`src/rtl/ci_frame_writer.sv`:
```
// ci_frame_writer
//   Multicycle custom-instruction slave that fills the one-bit-per-pixel
//   frame RAM read by the display stage. A WRITE turns one 32-bit pixel
//   word into 32 single-bit RAM writes at consecutive addresses, starting
//   at the base address carried in dataa. An optional CLEAR fills the
//   whole frame with one bit value.
//
//   Build option: define FRAME_CLEAR_EN to include the CLEAR opcode. When
//   it is not defined, opcode 01 is treated as reserved and answers with
//   the error result.
//
// Ports
//   clk      in   system clock, shared with the RAM write port
//   reset    in   synchronous active-high reset
//   start    in   instruction start pulse (accepted only in IDLE)
//   dataa    in   [31:30] opcode, [ADDR_W-1:0] base pixel address
//   datab    in   WRITE: pixel bits, bit 0 first; CLEAR: fill value in bit 0
//   done     out  one-cycle completion pulse
//   result   out  completion value, held until the next completion
//   wr_data  out  pixel bit for the RAM
//   wr_addr  out  RAM write address
//   wr_en    out  RAM write enable
//
// state    | meaning
// ---------+-----------------------------------------------------------
// S_IDLE   | waiting for start; operands captured when start is seen
// S_WRITE  | one pixel bit per cycle, base+k, 32 beats
// S_CLEAR  | fill value to every address 0..2**ADDR_W-1 (FRAME_CLEAR_EN)
// S_FINISH | done pulse, result updated, no RAM writes
module ci_frame_writer #(
  parameter int ADDR_W = 12,
  parameter int WORD_W = 32
) (
  input  logic              clk,
  input  logic              reset,
  input  logic              start,
  input  logic [31:0]       dataa,
  input  logic [31:0]       datab,
  output logic              done,
  output logic [31:0]       result,
  output logic              wr_data,
  output logic [ADDR_W-1:0] wr_addr,
  output logic              wr_en
);

  localparam int IDX_W = $clog2(WORD_W);
`ifdef FRAME_CLEAR_EN
  // Wide enough to reach the full frame depth as a terminal count.
  localparam int CNT_W = ADDR_W + 1;
  localparam logic [CNT_W-1:0] FRAME_LAST = CNT_W'(2 ** ADDR_W);
`else
  localparam int CNT_W = IDX_W + 1;
`endif
  localparam logic [CNT_W-1:0] WORD_LAST = CNT_W'(WORD_W);

  typedef enum logic [1:0] {
    S_IDLE   = 2'd0,
    S_WRITE  = 2'd1,
    S_CLEAR  = 2'd2,
    S_FINISH = 2'd3
  } state_t;

  state_t              state_q, state_d;
  logic [ADDR_W-1:0]   base_q, base_d;
  logic [WORD_W-1:0]   pix_q, pix_d;
  logic [CNT_W-1:0]    cnt_q, cnt_d;
  logic                done_q, done_d;
  logic [31:0]         result_q, result_d;
  logic                wr_data_q, wr_data_d;
  logic [ADDR_W-1:0]   wr_addr_q, wr_addr_d;
  logic                wr_en_q, wr_en_d;

  // Address bits above the frame depth carry no meaning.
  logic unused_dataa;
  assign unused_dataa = ^dataa[29:ADDR_W];

  always_comb begin
    state_d   = state_q;
    base_d    = base_q;
    pix_d     = pix_q;
    cnt_d     = cnt_q;
    done_d    = 1'b0;
    result_d  = result_q;
    wr_data_d = wr_data_q;
    wr_addr_d = wr_addr_q;
    wr_en_d   = 1'b0;

    case (state_q)
      S_IDLE: begin
        if (start) begin
          base_d = dataa[ADDR_W-1:0];
          pix_d  = datab;
          case (dataa[31:30])
            2'b00: begin
              // Beat 0 is issued straight from the operands so the first
              // write lands in the cycle right after start.
              state_d   = S_WRITE;
              wr_en_d   = 1'b1;
              wr_addr_d = dataa[ADDR_W-1:0];
              wr_data_d = datab[0];
              cnt_d     = CNT_W'(1);
            end
`ifdef FRAME_CLEAR_EN
            2'b01: begin
              state_d   = S_CLEAR;
              wr_en_d   = 1'b1;
              wr_addr_d = '0;
              wr_data_d = datab[0];
              cnt_d     = CNT_W'(1);
            end
`endif
            default: begin
              state_d  = S_FINISH;
              done_d   = 1'b1;
              result_d = 32'hFFFF_FFFF;
            end
          endcase
        end
      end

      S_WRITE: begin
        if (cnt_q == WORD_LAST) begin
          state_d  = S_FINISH;
          done_d   = 1'b1;
          result_d = {{(32-ADDR_W){1'b0}}, base_q + ADDR_W'(WORD_W)};
          cnt_d    = '0;
        end else begin
          // Address wraps naturally in ADDR_W bits.
          wr_en_d   = 1'b1;
          wr_addr_d = base_q + ADDR_W'(cnt_q);
          wr_data_d = pix_q[cnt_q[IDX_W-1:0]];
          cnt_d     = cnt_q + CNT_W'(1);
        end
      end

`ifdef FRAME_CLEAR_EN
      S_CLEAR: begin
        if (cnt_q == FRAME_LAST) begin
          state_d  = S_FINISH;
          done_d   = 1'b1;
          result_d = 32'(2 ** ADDR_W);
          cnt_d    = '0;
        end else begin
          wr_en_d   = 1'b1;
          wr_addr_d = cnt_q[ADDR_W-1:0];
          wr_data_d = pix_q[0];
          cnt_d     = cnt_q + CNT_W'(1);
        end
      end
`endif

      S_FINISH: begin
        state_d = S_IDLE;
      end

      default: begin
        state_d = S_IDLE;
      end
    endcase
  end

  always_ff @(posedge clk) begin
    if (reset) begin
      state_q   <= S_IDLE;
      base_q    <= '0;
      pix_q     <= '0;
      cnt_q     <= '0;
      done_q    <= 1'b0;
      result_q  <= '0;
      wr_data_q <= 1'b0;
      wr_addr_q <= '0;
      wr_en_q   <= 1'b0;
    end else begin
      state_q   <= state_d;
      base_q    <= base_d;
      pix_q     <= pix_d;
      cnt_q     <= cnt_d;
      done_q    <= done_d;
      result_q  <= result_d;
      wr_data_q <= wr_data_d;
      wr_addr_q <= wr_addr_d;
      wr_en_q   <= wr_en_d;
    end
  end

  assign done    = done_q;
  assign result  = result_q;
  assign wr_data = wr_data_q;
  assign wr_addr = wr_addr_q;
  assign wr_en   = wr_en_q;

endmodule

```
`config.mk`:
```
export PLATFORM = sky130hd
export DESIGN_NAME = ci_frame_writer
export DESIGN_NICKNAME = d
export VERILOG_FILES = /design/src/rtl/ci_frame_writer.sv
export SDC_FILE = /design/constraint.sdc
export NUM_CORES = 1
export LEC_CHECK = 0
export BUFFER_PORTS_ARGS = -buffer_cell sky130_fd_sc_hd__buf_2
export CORE_MARGIN = 8
export CORE_UTILIZATION = 52
export CTS_CLUSTER_SIZE = 12
export DETAILED_ROUTE_END_ITERATION = 16
export PLACE_DENSITY = 0.8
export SLEW_MARGIN = 20
export SYNTH_ARGS = -nofsm -noshare
export SYNTH_HDL_FRONTEND = slang
export SYNTH_SLANG_ARGS = --single-unit
```
`constraint.sdc`:
```
create_clock -name clk -period 3.1 [get_ports clk]
set_input_delay 0.465 -clock clk [delete_from_list [all_inputs] [get_ports clk]]
set_output_delay 0.465 -clock clk [all_outputs]
set_load 0.01 [all_outputs]
```
==> metrics.csv <==
metric;value;unit
cts_max_path_buffers;2;
cts_tree;done;
share_comb_of_total_power;16.2;%
yosys.cell_types.count;51;
route.vias.total;3417;
vias_per_cell;5.35;
rsz_0062_raised_after_global_routing;false;
hold_start;datab[13];
fmax;0.414;GHz
ff2ff_path_depth;9;
r2r-end;wr_addr[10]$_SDFFE_PP0P_;
mappedNetlistNets;547;
syn_avg_cell_area;8.18;sq um
hold_depth;3;
cts.clk_slew.worst_paths;0.09;ns
report.power.total;0.00234;W
cts_htree_levels;3;
endpoint_kind;flop;
top_usage_layer;met2;
timing.critical_path.arrival;2.69;ns
grt_use_met2;29.6;%
fin_crit;2.41;ns
static-leakage-power;1.86;nW
die_x;102;um
fp-row-count;31;
critical_path.startpoint_type;flop;
synthesis.yosys.warnings;0;
floorplan.initialDensity;53.3;%
hold_violations;0;
post_cts.repair.setup_buffers;0;
gp_congestion;0.820;
crit_chain;ha_1, inv_1, fa_1, nor2b_1, o21a_1, o21ai_0, a21oi_1, xnor2_1, a211oi_1;
numCtsBuffers;9;
wire_length_of_the_first_global_routing_pass;15.0;mm
synth.yosys.seq_area_share;41.7;%
detail_route.drc_violations;0;
synthCells;470;
antenna_found_initial;0;
routed_wl;9.30;mm
syn_area;3840;sq um
cts-hold-fix-buffers;0;
holdPathEnd;pix_q[13]$_SDFFE_PP0P_;
worstPathMaxFanout;7;
rrSetupSlack;0.69;ns
hold_path.class;input port to flop;
synthFlopType;sky130_fd_sc_hd__dfxtp_1;
port_buffers;95;
synth_async_sr_flop_share;0;%
max-cap-violations;0;
setup_viols_final;0;
post_cts_gate_resize_count;0;
routed_wire_length_per_instance;14.6;um
max_stage_delay;0.58;ns
violation_count_after_the_first_detailed_route_iteration;209;
power.sequential.fraction;49.3;%
internal-power;0.00166;W
share_of_final_layout_standard_cells_stronger_than_drive_strength_1;24.4;%
max_slew.worst_pin.slew;0.732;ns
synth_seq_cells;80;
r2r-start;cnt_q[0]$_SDFFE_PP0P_;
via_count_of_the_first_global_routing_pass;3199;
critical_path_required;3.38;ns
design.portCount;114;
design.die.area;10400;sq um
flow.area_growth_from_synthesis;15.0;%
clock_sink_count;80;
clockRootBuffer;sky130_fd_sc_hd__clkbuf_8;
core_region_area;7210;sq um
outcome;completed;
switch_share;29.0;%
clock_power_share;34.6;%
slew_hr;51.2;%
layout.nets;612;
synth_enable_flop_cells;0;
firstDrtPassIters;4;
die_height;102;um
grt_usage;18.1;%
insertion_delay;0.36;ns
final_ant_viol_nets;0;
setup-tns-final;0;ns
final-max-slew-violation-count;0;
pin_count_of_the_biggest_net_entering_global_routing;45;
p_per_area;530;nW/um^2
groute.layer.met3.usage;5.18;%
grtUsageMet1;22.0;%
setup.worst_path.start;cnt_q[0]$_SDFFE_PP0P_;
clock_skew;0.0121;ns
grt.overflow.total;0;
p_sw;0.000678;W
final.period_utilization;77.8;%
vdd_ir_drop_max;0.347;mV
antenna-diode-count;0;
setup.worst_path.class;flop to flop;
critical-path-slowest-cell;sky130_fd_sc_hd__dfxtp_1;
dpl.hpwl;6.55;mm
[per-layer routing]
layer  wire (um)  vias up
met3         797       14
met5           0        -
li1            -     1730
met4         120        0
met2        4310      122
met1        4070     1551
[cells in the mapped netlist, drive strengths merged, types with 2 or more instances]
| cell | instances | share of area, % |
|---|---|---|
| nand3b | 3 | 0.59 |
| nor2 | 44 | 4.3 |
| nand4 | 2 | 0.33 |
| and2 | 3 | 0.55 |
| a21oi | 60 | 7.8 |
| xnor2 | 7 | 1.6 |
| o21a | 2 | 0.39 |
| xor2 | 7 | 1.6 |
| a211oi | 16 | 3.1 |
| o22ai | 5 | 0.81 |
| mux4 | 6 | 3.5 |
| o21ai | 7 | 0.91 |
| nand3 | 2 | 0.26 |
| o41ai | 2 | 0.46 |
| ha | 9 | 2.9 |
| nand2 | 107 | 10 |
| buf | 30 | 5.7 |
| inv | 4 | 0.39 |
| nor3 | 16 | 2.1 |
| a21o | 2 | 0.39 |
| o21bai | 2 | 0.39 |
| and3 | 3 | 0.65 |
| clkbuf | 20 | 2.2 |
| mux2i | 5 | 1.3 |
| o211ai | 5 | 0.98 |
| nor2b | 4 | 0.65 |
| dfxtp | 80 | 42 |
[logic make-up (layout without fill, tap and decap cells)]
kind of cell | count (synthesis) | in the layout | synth area share (%)
compound gates | 108 | 108 | 16.9
xor+xnor | 14 | 14 | 3.19
fa+ha+maj | 10 | 10 | 3.45
mux | 11 | 11 | 4.82
flops | 80 | 80 | 41.7
simple gates | 192 | 192 | 21.4
buf+inv | 55 | 125 | 8.50
[power by group through the flow]
| stage | clock network [W] | logic (W) | registers, W |
|---|---|---|---|
| after CTS | 0.000824 | 0.000380 | 0.00115 |
| after global placement | 0 | 0.000370 | 0.00117 |
| after global routing | 0.000866 | 0.000420 | 0.00117 |
| after detailed placement | 0 | 0.000377 | 0.00118 |
| final | 0.000809 | 0.000379 | 0.00115 |
| after floorplan | 0 | 0.000262 | 0.00118 |
[stage by stage]
step           util (%)  std cells  worst slack (ns)  hold slack, ns  area (sq um)
6_report           61.2        639             0.687           0.330          4420
5_1_grt            61.2        639             0.455           0.324          4420
4_1_cts            61.2        639             0.670           0.316          4420
3_5_place_dp       58.3        623             0.741           0.445          4210
3_3_place_gp       58.3        623             0.798           0.440          4210
2_1_floorplan         -        470             0.874           0.433          3840
[cell type report]
type | count | area, sq um
Clock buffer | 10 | 138
Tap cell | 99 | 124
Sequential cell | 80 | 1600
Inverter | 4 | 15.0
Fill cell | 652 | 2800
Multi-Input combinational cell | 335 | 1910
Timing Repair Buffer | 105 | 551
Clock inverter | 6 | 75.1
[layout by cell type, fill, tap and decap left out, types with 6 or more instances in the layout]
master                     instances
sky130_fd_sc_hd__nand2_1         107
sky130_fd_sc_hd__buf_2            95
sky130_fd_sc_hd__dfxtp_1          80
sky130_fd_sc_hd__a21oi_1          60
sky130_fd_sc_hd__nor2_1           44
sky130_fd_sc_hd__a211oi_1         16
sky130_fd_sc_hd__nor3_1           16
sky130_fd_sc_hd__clkbuf_8         10
sky130_fd_sc_hd__buf_4            10
sky130_fd_sc_hd__ha_1              9
sky130_fd_sc_hd__o21ai_0           7
sky130_fd_sc_hd__xnor2_1           7
sky130_fd_sc_hd__xor2_1            7
sky130_fd_sc_hd__mux4_2            6
[sequential cells by signal, indices dropped and copies added, names as in the netlist]
| signal | flops |
|---|---|
| pix_q | 32 |
| result | 13 |
| base_q | 12 |
| wr_addr | 12 |
| cnt_q | 6 |
| state_q | 2 |
| done | 1 |
| wr_data | 1 |
| wr_en | 1 |
[critical path: cells and delay by family (launching register included)]
kind	cells	cell delay, ns
fa+ha+maj	2	0.62
xor+xnor	1	0.11
compound gates	4	0.80
simple gates	1	0.18
buf+inv	1	0.05
flops	1	0.58
[how the worst max path moves through the flow]
stage                                    end  depth (start not counted)
floorplan            wr_addr[0]$_SDFFE_PP0P_                         12
global placement     wr_addr[3]$_SDFFE_PP0P_                          7
detailed placement   wr_addr[2]$_SDFFE_PP0P_                          7
CTS                 wr_addr[10]$_SDFFE_PP0P_                          9
global route            wr_data$_SDFFE_PP0P_                          6
finish              wr_addr[10]$_SDFFE_PP0P_                          9
No activity file was read; power rests on OpenSTA's default activity.
